<file path="src/rtl/tone_pkg.sv">
// Shared types for the tone contour classifier: FSM states, per-step codes,
// tone classes and the contour-to-tone classification rule.
package tone_pkg;

    // Longest contour the classifier supports (8 frames -> 7 steps).
    localparam int MAX_STEPS = 7;

    typedef enum logic [1:0] {
        ST_IDLE    = 2'd0,
        ST_CAPTURE = 2'd1,
        ST_COMPARE = 2'd2,
        ST_REPORT  = 2'd3
    } state_t;

    typedef enum logic [1:0] {
        STEP_FLAT = 2'b00,
        STEP_RISE = 2'b01,
        STEP_FALL = 2'b11
    } step_t;

    typedef enum logic [2:0] {
        TONE_NONE    = 3'b000,
        TONE_LEVEL   = 3'b001,
        TONE_RISING  = 3'b010,
        TONE_DIPPING = 3'b011,
        TONE_FALLING = 3'b100
    } tone_t;

    // Step k lives in codes[2k+1:2k] (k from 0); only the first n_steps count.
    // A fall seen before any later rise marks the contour as dipping.
    function automatic tone_t classify(input logic [2*MAX_STEPS-1:0] codes,
                                       input int n_steps);
        logic  any_rise;
        logic  any_fall;
        logic  dip;
        tone_t tone;
        any_rise = 1'b0;
        any_fall = 1'b0;
        dip      = 1'b0;
        for (int i = 0; i < MAX_STEPS; i++) begin
            if (i < n_steps) begin
                if (codes[2*i +: 2] == STEP_RISE) begin
                    any_rise = 1'b1;
                    if (any_fall) dip = 1'b1;
                end else if (codes[2*i +: 2] == STEP_FALL) begin
                    any_fall = 1'b1;
                end
            end
        end
        if (!any_rise && !any_fall) tone = TONE_LEVEL;
        else if (!any_fall)         tone = TONE_RISING;
        else if (dip)               tone = TONE_DIPPING;
        else if (!any_rise)         tone = TONE_FALLING;
        else                        tone = TONE_NONE;
        return tone;
    endfunction

endpackage

</file>
<file path="src/rtl/tone_step_compare.sv">
// Classifies one pitch step (prev -> curr) as flat, rising or falling.
// The percent threshold is tested by cross-multiplication, so no divider.
module tone_step_compare
    import tone_pkg::*;
#(
    parameter int DATA_WIDTH = 32,
    parameter int THRESH_PCT = 20
) (
    input  logic [DATA_WIDTH-1:0] prev,
    input  logic [DATA_WIDTH-1:0] curr,
    output step_t                 code
);

    localparam int PW = DATA_WIDTH + 8;
    localparam logic [PW-1:0] PCT_SCALE = PW'(100);
    localparam logic [PW-1:0] THRESH    = PW'(THRESH_PCT);

    logic signed [DATA_WIDTH:0] delta;
    logic signed [DATA_WIDTH:0] neg_delta;
    logic [DATA_WIDTH-1:0]      mag;
    logic [PW-1:0]              scaled_delta;
    logic [PW-1:0]              scaled_limit;

    // Signed delta, magnitude, and |delta|*100 >= THRESH_PCT*prev test.
    always_comb begin
        // NOTE: every combinational output gets a default first so no path leaves it unassigned (no latch).
        code         = STEP_FLAT;
        delta        = $signed({1'b0, curr}) - $signed({1'b0, prev});
        neg_delta    = -delta;
        mag          = delta[DATA_WIDTH] ? neg_delta[DATA_WIDTH-1:0] : delta[DATA_WIDTH-1:0];
        scaled_delta = {8'd0, mag} * PCT_SCALE;
        scaled_limit = {8'd0, prev} * THRESH;
        // A zero delta is always flat; prev == 0 with curr > 0 passes the test as a rise.
        if (delta != '0 && scaled_delta >= scaled_limit) begin
            code = delta[DATA_WIDTH] ? STEP_FALL : STEP_RISE;
        end
    end

endmodule

</file>
<file path="src/rtl/tone_contour_classifier.sv">
// Captures NUM_FRAMES pitch values, grades each consecutive step one per
// cycle, then reports the step contour and overall tone class.
module tone_contour_classifier
    import tone_pkg::*;
#(
    parameter int DATA_WIDTH     = 32,
    parameter int NUM_FRAMES     = 4,
    parameter int THRESH_PCT     = 20,
    parameter int TIMEOUT_CYCLES = 1000000
) (
    input  logic                        clk_in,
    input  logic                        rst_in,
    input  logic                        start_in,
    input  logic                        frame_valid_in,
    input  logic [DATA_WIDTH-1:0]       frame_data_in,
    output logic                        ready_out,
    output logic                        valid_out,
    output logic [2*(NUM_FRAMES-1)-1:0] contour_out,
    output logic [2:0]                  tone_out,
    output logic                        error_out
);

    localparam int STEPS  = NUM_FRAMES - 1;
    localparam int ADDR_W = $clog2(NUM_FRAMES);
    localparam int IDX_W  = ADDR_W + 1;
    localparam int TO_W   = $clog2(TIMEOUT_CYCLES + 1);

    localparam logic [IDX_W-1:0]  IDX_FULL  = IDX_W'(NUM_FRAMES);
    localparam logic [ADDR_W-1:0] LAST_PREV = ADDR_W'(STEPS - 1);
    localparam logic [TO_W-1:0]   TO_LAST   = TO_W'(TIMEOUT_CYCLES - 1);

    state_t                  state;
    state_t                  state_next;
    logic [DATA_WIDTH-1:0]   frames [NUM_FRAMES];
    logic [IDX_W-1:0]        frame_idx;
    logic [ADDR_W-1:0]       cmp_idx;      // index of the earlier frame of the step being graded
    logic [TO_W-1:0]         timeout_cnt;
    logic [2*STEPS-1:0]      contour_acc;
    logic [2*STEPS-1:0]      contour_next;
    step_t                   step_code;
    logic                    capture_full;
    logic                    frame_take;
    logic                    timeout_hit;
    logic                    last_step;

    assign capture_full = (frame_idx == IDX_FULL);
    assign frame_take   = (state == ST_CAPTURE) && frame_valid_in && !capture_full;
    assign timeout_hit  = (state == ST_CAPTURE) && !capture_full && !frame_valid_in
                          && (timeout_cnt == TO_LAST);
    assign last_step    = (cmp_idx == LAST_PREV);
    assign ready_out    = (state == ST_IDLE);
    assign valid_out    = (state == ST_REPORT);

    tone_step_compare #(
        .DATA_WIDTH (DATA_WIDTH),
        .THRESH_PCT (THRESH_PCT)
    ) u_step_compare (
        .prev (frames[cmp_idx]),
        .curr (frames[cmp_idx + 1'b1]),
        .code (step_code)
    );

    // Merge the current step code into the contour being built.
    always_comb begin
        contour_next = contour_acc;
        contour_next[{cmp_idx, 1'b0} +: 2] = step_code;
    end

    // State register.
    always_ff @(posedge clk_in or posedge rst_in) begin
        // NOTE: sequential state uses non-blocking assignments so every flop samples pre-edge values.
        if (rst_in) state <= ST_IDLE;
        else        state <= state_next;
    end

    // Next-state logic; a full buffer waits one cycle in CAPTURE before grading starts.
    always_comb begin
        state_next = state;
        case (state)
            ST_IDLE:    if (start_in) state_next = ST_CAPTURE;
            ST_CAPTURE: begin
                if (capture_full)     state_next = ST_COMPARE;
                else if (timeout_hit) state_next = ST_IDLE;
            end
            ST_COMPARE: if (last_step) state_next = ST_REPORT;
            ST_REPORT:  state_next = ST_IDLE;
            default:    state_next = ST_IDLE;
        endcase
    end

    // Frame buffer write port.
    always_ff @(posedge clk_in) begin
        // NOTE: the frame buffer is not reset; frame_idx gates every read of it, so stale data is never used.
        if (frame_take) frames[frame_idx[ADDR_W-1:0]] <= frame_data_in;
    end

    // Counters, contour accumulation, result registers and the timeout strobe.
    always_ff @(posedge clk_in or posedge rst_in) begin
        if (rst_in) begin
            frame_idx   <= '0;
            cmp_idx     <= '0;
            timeout_cnt <= '0;
            contour_acc <= '0;
            contour_out <= '0;
            tone_out    <= TONE_NONE;
            error_out   <= 1'b0;
        end else begin
            error_out <= 1'b0;
            case (state)
                ST_IDLE: begin
                    if (start_in) begin
                        frame_idx   <= '0;
                        cmp_idx     <= '0;
                        timeout_cnt <= '0;
                        contour_acc <= '0;
                    end
                end
                ST_CAPTURE: begin
                    if (frame_take) begin
                        frame_idx   <= frame_idx + 1'b1;
                        timeout_cnt <= '0;
                    end else if (timeout_hit) begin
                        error_out <= 1'b1;
                    end else if (!capture_full) begin
                        timeout_cnt <= timeout_cnt + 1'b1;
                    end
                end
                ST_COMPARE: begin
                    contour_acc <= contour_next;
                    if (last_step) begin
                        contour_out <= contour_next;
                        tone_out    <= classify((2*MAX_STEPS)'(contour_next), STEPS);
                    end else begin
                        cmp_idx <= cmp_idx + 1'b1;
                    end
                end
                default: ;
            endcase
        end
    end

endmodule

</file>
<file path="config.mk">
export PLATFORM = sky130hd
export DESIGN_NAME = tone_contour_classifier
export DESIGN_NICKNAME = d
export VERILOG_FILES = /design/src/rtl/tone_pkg.sv /design/src/rtl/tone_step_compare.sv /design/src/rtl/tone_contour_classifier.sv
export SDC_FILE = /design/constraint.sdc
export NUM_CORES = 1
export LEC_CHECK = 0
export ABC_AREA = 1
export CAP_MARGIN = 30
export CORE_MARGIN = 2
export CORE_UTILIZATION = 30
export CTS_BUF_LIST = sky130_fd_sc_hd__clkbuf_8
export DETAILED_ROUTE_END_ITERATION = 10
export GPL_TIMING_DRIVEN = 0
export HOLD_SLACK_MARGIN = 0.02
export PLACE_DENSITY_LB_ADDON = 0.1
export SYNTH_ARGS = -nofsm -noshare
export SYNTH_HDL_FRONTEND = slang
export SYNTH_HIERARCHICAL = 1
export SYNTH_SLANG_ARGS = --single-unit
</file>
<file path="constraint.sdc">
create_clock -name clk_in -period 12.41 [get_ports clk_in]
set_input_delay 1.241 -clock clk_in [delete_from_list [all_inputs] [get_ports clk_in]]
set_output_delay 1.241 -clock clk_in [all_outputs]
set_load 0.02 [all_outputs]
</file>
== Word level (Yosys, flattened, before mapping) ==
Memory sizes are Yosys's and may differ from the RTL's.
Index checks and enable logic that the tools add are counted.

* Memories kept: 1
* Latch bits: 0
* Memory bits (writable): 128
* Bits in read-only memories: 0
* Register bits: 43
* Logic and storage cells: 114
* Bits of input ports: 36
* Output and inout bits: 12

{| class="wikitable"
|+ Memories
! memory !! depth !! width !! read ports !! clocked after memory_dff !! write ports !! RTL line !! source
|-
| frames || 4 || 32 || 2 || 0 || 1 || tone_contour_classifier.sv:34 || <nowiki>logic [DATA_WIDTH-1:0] frames [NUM_FRAMES];</nowiki>
|}

* Mux-type cells: 54
* Equal/unequal tests: 19
* Add/sub/neg operators: 6
* Reduce and logical (&&, ||, !) cells: 21
* Divide/modulo/power cells: 0
* Bitwise logic cells: 0
* $lt $le $gt $ge: 1
* Shift operators: 2
* Multipliers: 2

{| class="wikitable"
|+ Operators by type and width
! cell !! count
|-
| 2-to-1 mux 20 bit || 4
|-
| case mux 20 bit (2 select lines) || 1
|-
| greater-or-equal comparator 39 x 37 -> 1 bit || 1
|-
| multiplier 32 x 5 -> 37 bit, second input constant || 1
|-
| multiplier 32 x 3 -> 35 bit, second input constant || 1
|-
| nonzero test 33 bit || 1
|-
| subtractor 32 x 32 -> 33 bit || 1
|-
| 2-to-1 mux 32 bit || 1
|-
| negation 32 bit || 1
|-
| 2-to-1 mux 1 bit || 28
|-
| adder 20 x 1 -> 20 bit, second input constant || 1
|-
| equality test 20 bit, second input constant || 1
|-
| 2-to-1 mux 3 bit || 6
|-
| 2-to-1 mux 2 bit || 8
|-
| equality test 2 bit, second input constant || 6
|-
| case mux 6 bit (2 select lines) || 1
|-
| != test 3 bit, second input constant || 3
|-
| AND reduction 3 bit || 3
|-
| equality test 2 x 1 -> 1 bit, second input constant || 4
|-
| != test 2 bit, second input constant || 4
|-
| case mux 2 bit (4 select lines) || 1
|-
| logical AND 1 bit || 7
|-
| bitwise mux 6 bit || 1
|-
| 2-to-1 mux 6 bit || 1
|-
| 13 further kinds || 18
|}

== Logic depth before layout (Yosys ltp) ==
An unclocked memory read counts as a cell.

* Depth in word-level cells: 27
* Mapped depth: 66
* Depth with buffers taken out: 63

== Cells and area by module ==
The synthesis kept the hierarchy.

{| class="wikitable"
|+ Modules (own cells, without submodules)
! module !! sequential area each (µm²) !! cells each !! area an instance (µm²) !! times used
|-
| tone_step_compare || 0.0 || 1669 || 9993.3 || 1
|-
| tone_contour_classifier || 4919.7 || 848 || 8175.3 || 1
|}

== Least setup slack after synthesis ==
OpenSTA, ideal clock, no wires.

* Path kind: register to register
* Start point: register cmp_idx[0]
* End point: register tone_out[1]
* Setup slack: 3.597 ns
* Cell stages (with the launch flop): 61
* Buffers on the path: 5
* Data required time: 12.292 ns
* Setup time: 0.118 ns
* Arrival time: 8.695 ns
* Period minus slack after synthesis: 8.813 ns
* Path through: dfrtp_1 > inv_1 > buf_2 > buf_1 > ha_1 > buf_2 > o311ai_0 > inv_1 > ha_1 > fa_1 > inv_1 > nand2_1 > nand2_1 > nand3_2 > nand2_2 > nand3_1 > nand3_2 > nand2_1 > [25 not listed] > a2111oi_0 > nand2_1 > nand2_1 > nand2_1 > nand2_1 > nand3_1 > nand2_1 > inv_1 > nand2_1 > nor2_1 > nor2_1 > inv_1 > nand2_1 > nand2_1 > nand2_1 > nand2_1 > nand3_1 > nand2_1

* Cells in the longest elaborated chain, start to end: 27
* Elaborated cells between the ends (all ways): 53
* Classes of those cells: add/sub: 4; mul: 2; order compare: 1; eq/ne: 7; shift: 2; mux: 30; reduce/logical: 6; memory: 1

{| class="wikitable"
|+ Ends and longest elaborated chain
! item !! RTL line !! source
|-
| from (decl) || tone_contour_classifier.sv:36 || <nowiki>logic [ADDR_W-1:0] cmp_idx;</nowiki>
|-
| from (signal assigned) || tone_contour_classifier.sv:134 || <nowiki>cmp_idx <= cmp_idx + 1'b1;</nowiki>
|-
| adder 2 x 1 -> 2 bit || tone_contour_classifier.sv:59 || <nowiki>.curr (frames[cmp_idx + 1'b1]),</nowiki>
|-
| memory read (4 x 32 bit) * || n/a ||
|-
| subtractor 32 x 32 -> 33 bit || tone_step_compare.sv:28 || <nowiki>delta = $signed({1'b0, curr}) - $signed({1'b0, prev});</nowiki>
|-
| negation 32 bit || tone_step_compare.sv:29 || <nowiki>neg_delta = -delta;</nowiki>
|-
| 2-to-1 mux 32 bit || tone_step_compare.sv:30 || <nowiki>mag = delta[DATA_WIDTH] ? neg_delta[DATA_WIDTH-1:0] : delta[DATA_WIDTH-1:0];</nowiki>
|-
| multiplier 32 x 5 -> 37 bit || tone_step_compare.sv:31 || <nowiki>scaled_delta = {8'd0, mag} * PCT_SCALE;</nowiki>
|-
| greater-or-equal comparator 39 x 37 -> 1 bit || tone_step_compare.sv:34 || <nowiki>if (delta != '0 && scaled_delta >= scaled_limit) begin</nowiki>
|-
| logical AND 1 bit || tone_step_compare.sv:34 ||
|-
| [1 not listed] || n/a ||
|-
| named net step_code[1] || tone_contour_classifier.sv:40 || <nowiki>step_t step_code;</nowiki>
|-
| [10 not listed] || n/a ||
|-
| 2-to-1 mux 1 bit || tone_contour_classifier.sv:109 || <nowiki>case (state)</nowiki>
|-
| 2-to-1 mux 1 bit, on equally long branches || tone_pkg.sv:44, tone_pkg.sv:45 ||
|-
| 2-to-1 mux 1 bit || tone_pkg.sv:42 || <nowiki>if (codes[2*i +: 2] == STEP_RISE) begin</nowiki>
|-
| 2-to-1 mux 1 bit || tone_contour_classifier.sv:130 || <nowiki>if (last_step) begin</nowiki>
|-
| 2-to-1 mux 1 bit || tone_contour_classifier.sv:109 ||
|-
| 2-to-1 mux 3 bit or logical NOT 1 bit (tied branches) || n/a ||
|-
| 2-to-1 mux 3 bit or logical AND 1 bit (tied branches) || tone_pkg.sv:51, tone_pkg.sv:50 ||
|-
| 2-to-1 mux 3 bit * || tone_pkg.sv:50 || <nowiki>if (!any_rise && !any_fall) tone = TONE_LEVEL;</nowiki>
|-
| to (signal assigned) || tone_contour_classifier.sv:132 || <nowiki>tone_out <= classify((2*MAX_STEPS)'(contour_next), STEPS);</nowiki>
|-
| to (decl) || tone_contour_classifier.sv:19 || <nowiki>output logic [2:0] tone_out,</nowiki>
|}

Mark *: on every way through the listed nets, which the timed path passes. The rest lies on a longest branch. The select of a mux whose other input is x is not followed.
A chain may end at the register's enable or synchronous reset.

== Final worst setup path ==
* Start point: register cmp_idx[0]
* End point: register tone_out[1]

* Cells in the longest elaborated chain, start to end: 27
* Elaborated cells between the ends (all ways): 53
* Classes of those cells: add/sub: 4; mul: 2; order compare: 1; eq/ne: 7; shift: 2; mux: 30; reduce/logical: 6; memory: 1

{| class="wikitable"
|+ Ends and longest elaborated chain
! item !! RTL line
|-
| adder 2 x 1 -> 2 bit || tone_contour_classifier.sv:59
|-
| memory read (4 x 32 bit) * || n/a
|-
| subtractor 32 x 32 -> 33 bit || tone_step_compare.sv:28
|-
| negation 32 bit || tone_step_compare.sv:29
|-
| 2-to-1 mux 32 bit || tone_step_compare.sv:30
|-
| multiplier 32 x 5 -> 37 bit || tone_step_compare.sv:31
|-
| greater-or-equal comparator 39 x 37 -> 1 bit || tone_step_compare.sv:34
|-
| logical AND 1 bit * || tone_step_compare.sv:34
|-
| [1 not listed] || n/a
|-
| named net step_code[0] || tone_contour_classifier.sv:40
|-
| [10 not listed] || n/a
|-
| 2-to-1 mux 1 bit || tone_contour_classifier.sv:109
|-
| 2-to-1 mux 1 bit, on equally long branches || tone_pkg.sv:44, tone_pkg.sv:45
|-
| 2-to-1 mux 1 bit || tone_pkg.sv:42
|-
| 2-to-1 mux 1 bit || tone_contour_classifier.sv:130
|-
| 2-to-1 mux 1 bit || tone_contour_classifier.sv:109
|-
| 2-to-1 mux 3 bit or logical NOT 1 bit (tied branches) || n/a
|-
| 2-to-1 mux 3 bit or logical AND 1 bit (tied branches) || tone_pkg.sv:51, tone_pkg.sv:50
|-
| 2-to-1 mux 3 bit * || tone_pkg.sv:50
|}

Marks and branches as above.

==> qor.txt <==
classification of the worst setup path: flop to flop
highest net fanout along the worst path: 13
Final Slew Violations: 0
data arrival at the endpoint of the critical path: 11.76 ns
input/output buffers: 47
Synth-to-Final Area Change: 11.0%
IO Count: 48
startpoint kind of the worst setup timing path: flop
post-synthesis instance area: 18200 µm²
Post-Route WL: 57.2 mm
maxcap violations: 0
Area after DPL: 19700 µm²
leading register cell type out of synthesis: edfxtp_1
worst slew margin relative to its limit: 0.404
Worst Reg2Reg Path Length in Cells: 59
post-synthesis average cell area: 7.22 µm²
nets in the synthesized netlist: 2820
Gate Count Post-Synth: 2517
most frequent cells after synthesis: nand2_1 (584), inv_1 (367), nor2_1 (310)
layout net count: 2890
average detailed-routed wire length per instance: 16.9 µm
Detail Route Antenna Nets: 0
post-synthesis register bit count: 171
Max Root-Sink Buffers: 2
width of the chip: 250 µm
part of the Yosys area used for sequential elements: 0.271
fraction of synthesis flops using an asynchronous set or reset pin: 0.251
EDFF count, synth: 128
floorplan die area: 62500 µm²
Area contributors post-synth: edfxtp_1 (21%), ha_1 (16%), nand2_1 (12%)
placed wire-length estimate: 47.8 mm
GRT Overall Usage: 0.182
vias in the first global route: 16.5k
most common cell in the synthesized netlist: nand2_1
Worst Path Required: 12.79 ns
initial antenna violation count: 1
clock buffers created by TritonCTS: 17
Critical Path Max Stage Delay: 0.54 ns
clock slew seen by the registers of the worst setup and hold paths: 0.09 ns
total gr overflow: 0
Worst-Margin Slew: 0.883 ns
non-filler cells in the finished layout: 3383
unique cell type count in the Yosys netlist: 51
Hold WC Path Type: flop to flop
Iter 0 DRT Violations: 1008
Clock Root Buffer: clkbuf_8
post-route cell area: 20200 µm²
final-report hold violation count: 0
H-tree depth: 4
final critical-path required period: 11.38 ns
Std-Cell Rows: 90
Yosys top cell by area: edfxtp_1
area fraction of the dominant cell type after synthesis: 0.212
placer's final routability congestion estimate: 0.863
Starting Density: 0.302
result of the run: complete, no violations
Vias per Instance: 4.92
TritonCTS clock tree: built
Placeable Area: 60100 µm²
Placed Instances: 3350
DRC violations left: 0
final cycle utilization of the critical path: 0.917
total number of vias: 16.6k
ratio of cells with drive above 1 in the final layout: 0.0531
RSZ-0062 raised after global routing: no
first drt pass iteration count: 6
number of endpoints failing setup at the final stage: 0
wire length of the first global-routing pass: 89.9 mm
final core utilization: 0.335
total negative slack for setup checks: 0 ns
number of cells on the worst hold path: 2
chip height: 250 µm
Max Clock Skew: 0.0177 ns
fillers: 6545
Warnings, synthesis: 6
Worst path slowest cell: dfrtp_1
category of the worst setup path capture point: flop
count of hold-fix buffers inserted at cts: 0
Clock Sink Count: 171
maximum number of pins on one net before global-route repair: 37
Max Clk Rate: 87.9 MHz
library cell appearing most often on the critical path: nand2_1
source-to-sink clock delay at the later pin of the worst-skew pair: 0.48 ns
[flip-flops by register name, summed over array words and instances, names as in the netlist, named ones only]
register / flops
timeout_cnt: 20
contour_out: 6
cmp_idx: 2
frames: 128
tone_out: 3
state: 1
frame_idx: 3
contour_acc: 6
error_out: 1
[path summary, 6_finish.rpt]
kind                              from          end  slack (ns)
max                         cmp_idx[0]  tone_out[1]        1.03
min                        tone_out[2]  tone_out[2]        0.49
max reg2reg                 cmp_idx[0]  tone_out[1]        1.03
min reg2reg                tone_out[2]  tone_out[2]        0.49
max in group asynchronous       rst_in   cmp_idx[1]       10.95
min in group asynchronous       rst_in  tone_out[0]        0.99
[metal layers]
layer | track usage | vias to the layer above | share of wire
met4 | 0.0383 | 0 | 0.014
li1 | - | 8489 | -
met3 | 0.0132 | 41 | 0.029
met2 | 0.304 | 295 | 0.46
met1 | 0.257 | 7806 | 0.50
met5 | 0 | - | 0
[cell usage in the layout, fill, tap and decap left out, types with 14 or more instances in the layout]
cell type and n:
inv_2 16, clkbuf_8 18, inv_1 369, edfxtp_1 128
nand2_2 18, nand2_1 584, ha_1 238, a21oi_1 134
clkdlybuf4s50_1 47, buf_2 14, o21ai_0 138, o311ai_0 32
o22ai_1 38, nand3_1 152, fa_1 29, nand4_1 36
nor3_1 15, xor2_1 52, nor2_1 306, xnor2_1 28
dfrtp_1 42, clkbuf_1 24
[final cells by class]
type	count	area, µm²	share of cell area
Antenna cell	1	2.50	0.000124
Buffer	48	235	0.0117
Clock buffer	18	248	0.0123
Clock inverter	14	156	0.00776
Inverter	381	1430	0.0709
Multi-Input combinational cell	1916	11600	0.577
Sequential cell	171	4920	0.244
Tap cell	782	978	0.0485
Timing Repair Buffer	52	558	0.0277
[critical path, delay by kind of cell, from the launching register on]
family                     cells  cell delay, ns
DFF                            1            0.54
buffers and inverters         14            2.33
and+or+nand+nor               27            3.20
xor gates and xnor gates       2            0.52
AOI/OAI and AO/OA              9            1.99
adders and majority gates      7            2.65
[cells by family (layout without fill, tap and decap cells)]
| logic type | count (synthesis) | count (layout) | share of synthesized area |
|---|---|---|---|
| flip-flops | 171 | 171 | 0.271 |
| XOR/XNOR | 86 | 86 | 0.0427 |
| AO/OA/AOI/OAI | 399 | 399 | 0.128 |
| adder cells (fa/ha/maj) | 267 | 267 | 0.196 |
| other | 0 | 1 | 0 |
| AND/OR/NAND/NOR | 1164 | 1164 | 0.271 |
| buffers and inverters | 430 | 513 | 0.0917 |
[what timing repair did]
item / CTS / global route
pin swaps: 0 / 1
setup buffers: 0 / 1
hold endpoints to repair: 0 / 0
gates cloned: 0 / 0
resized for setup: 2 / 12
endpoints found under the setup margin: 3 / 15
[metrics by stage]
| step | worst slack (ns) | hold WS (ns) |
|---|---|---|
| after floorplan | 3.60 | 0.479 |
| after global placement | -0.143 | 0.471 |
| after detailed placement | -0.0663 | 0.471 |
| after CTS | 0.0826 | 0.497 |
| after global routing | 0.0344 | 0.521 |
| final | 1.03 | 0.487 |
Power is not shown: default switching activity piles up to over one toggle a cycle in this logic, so the estimate is an artifact.
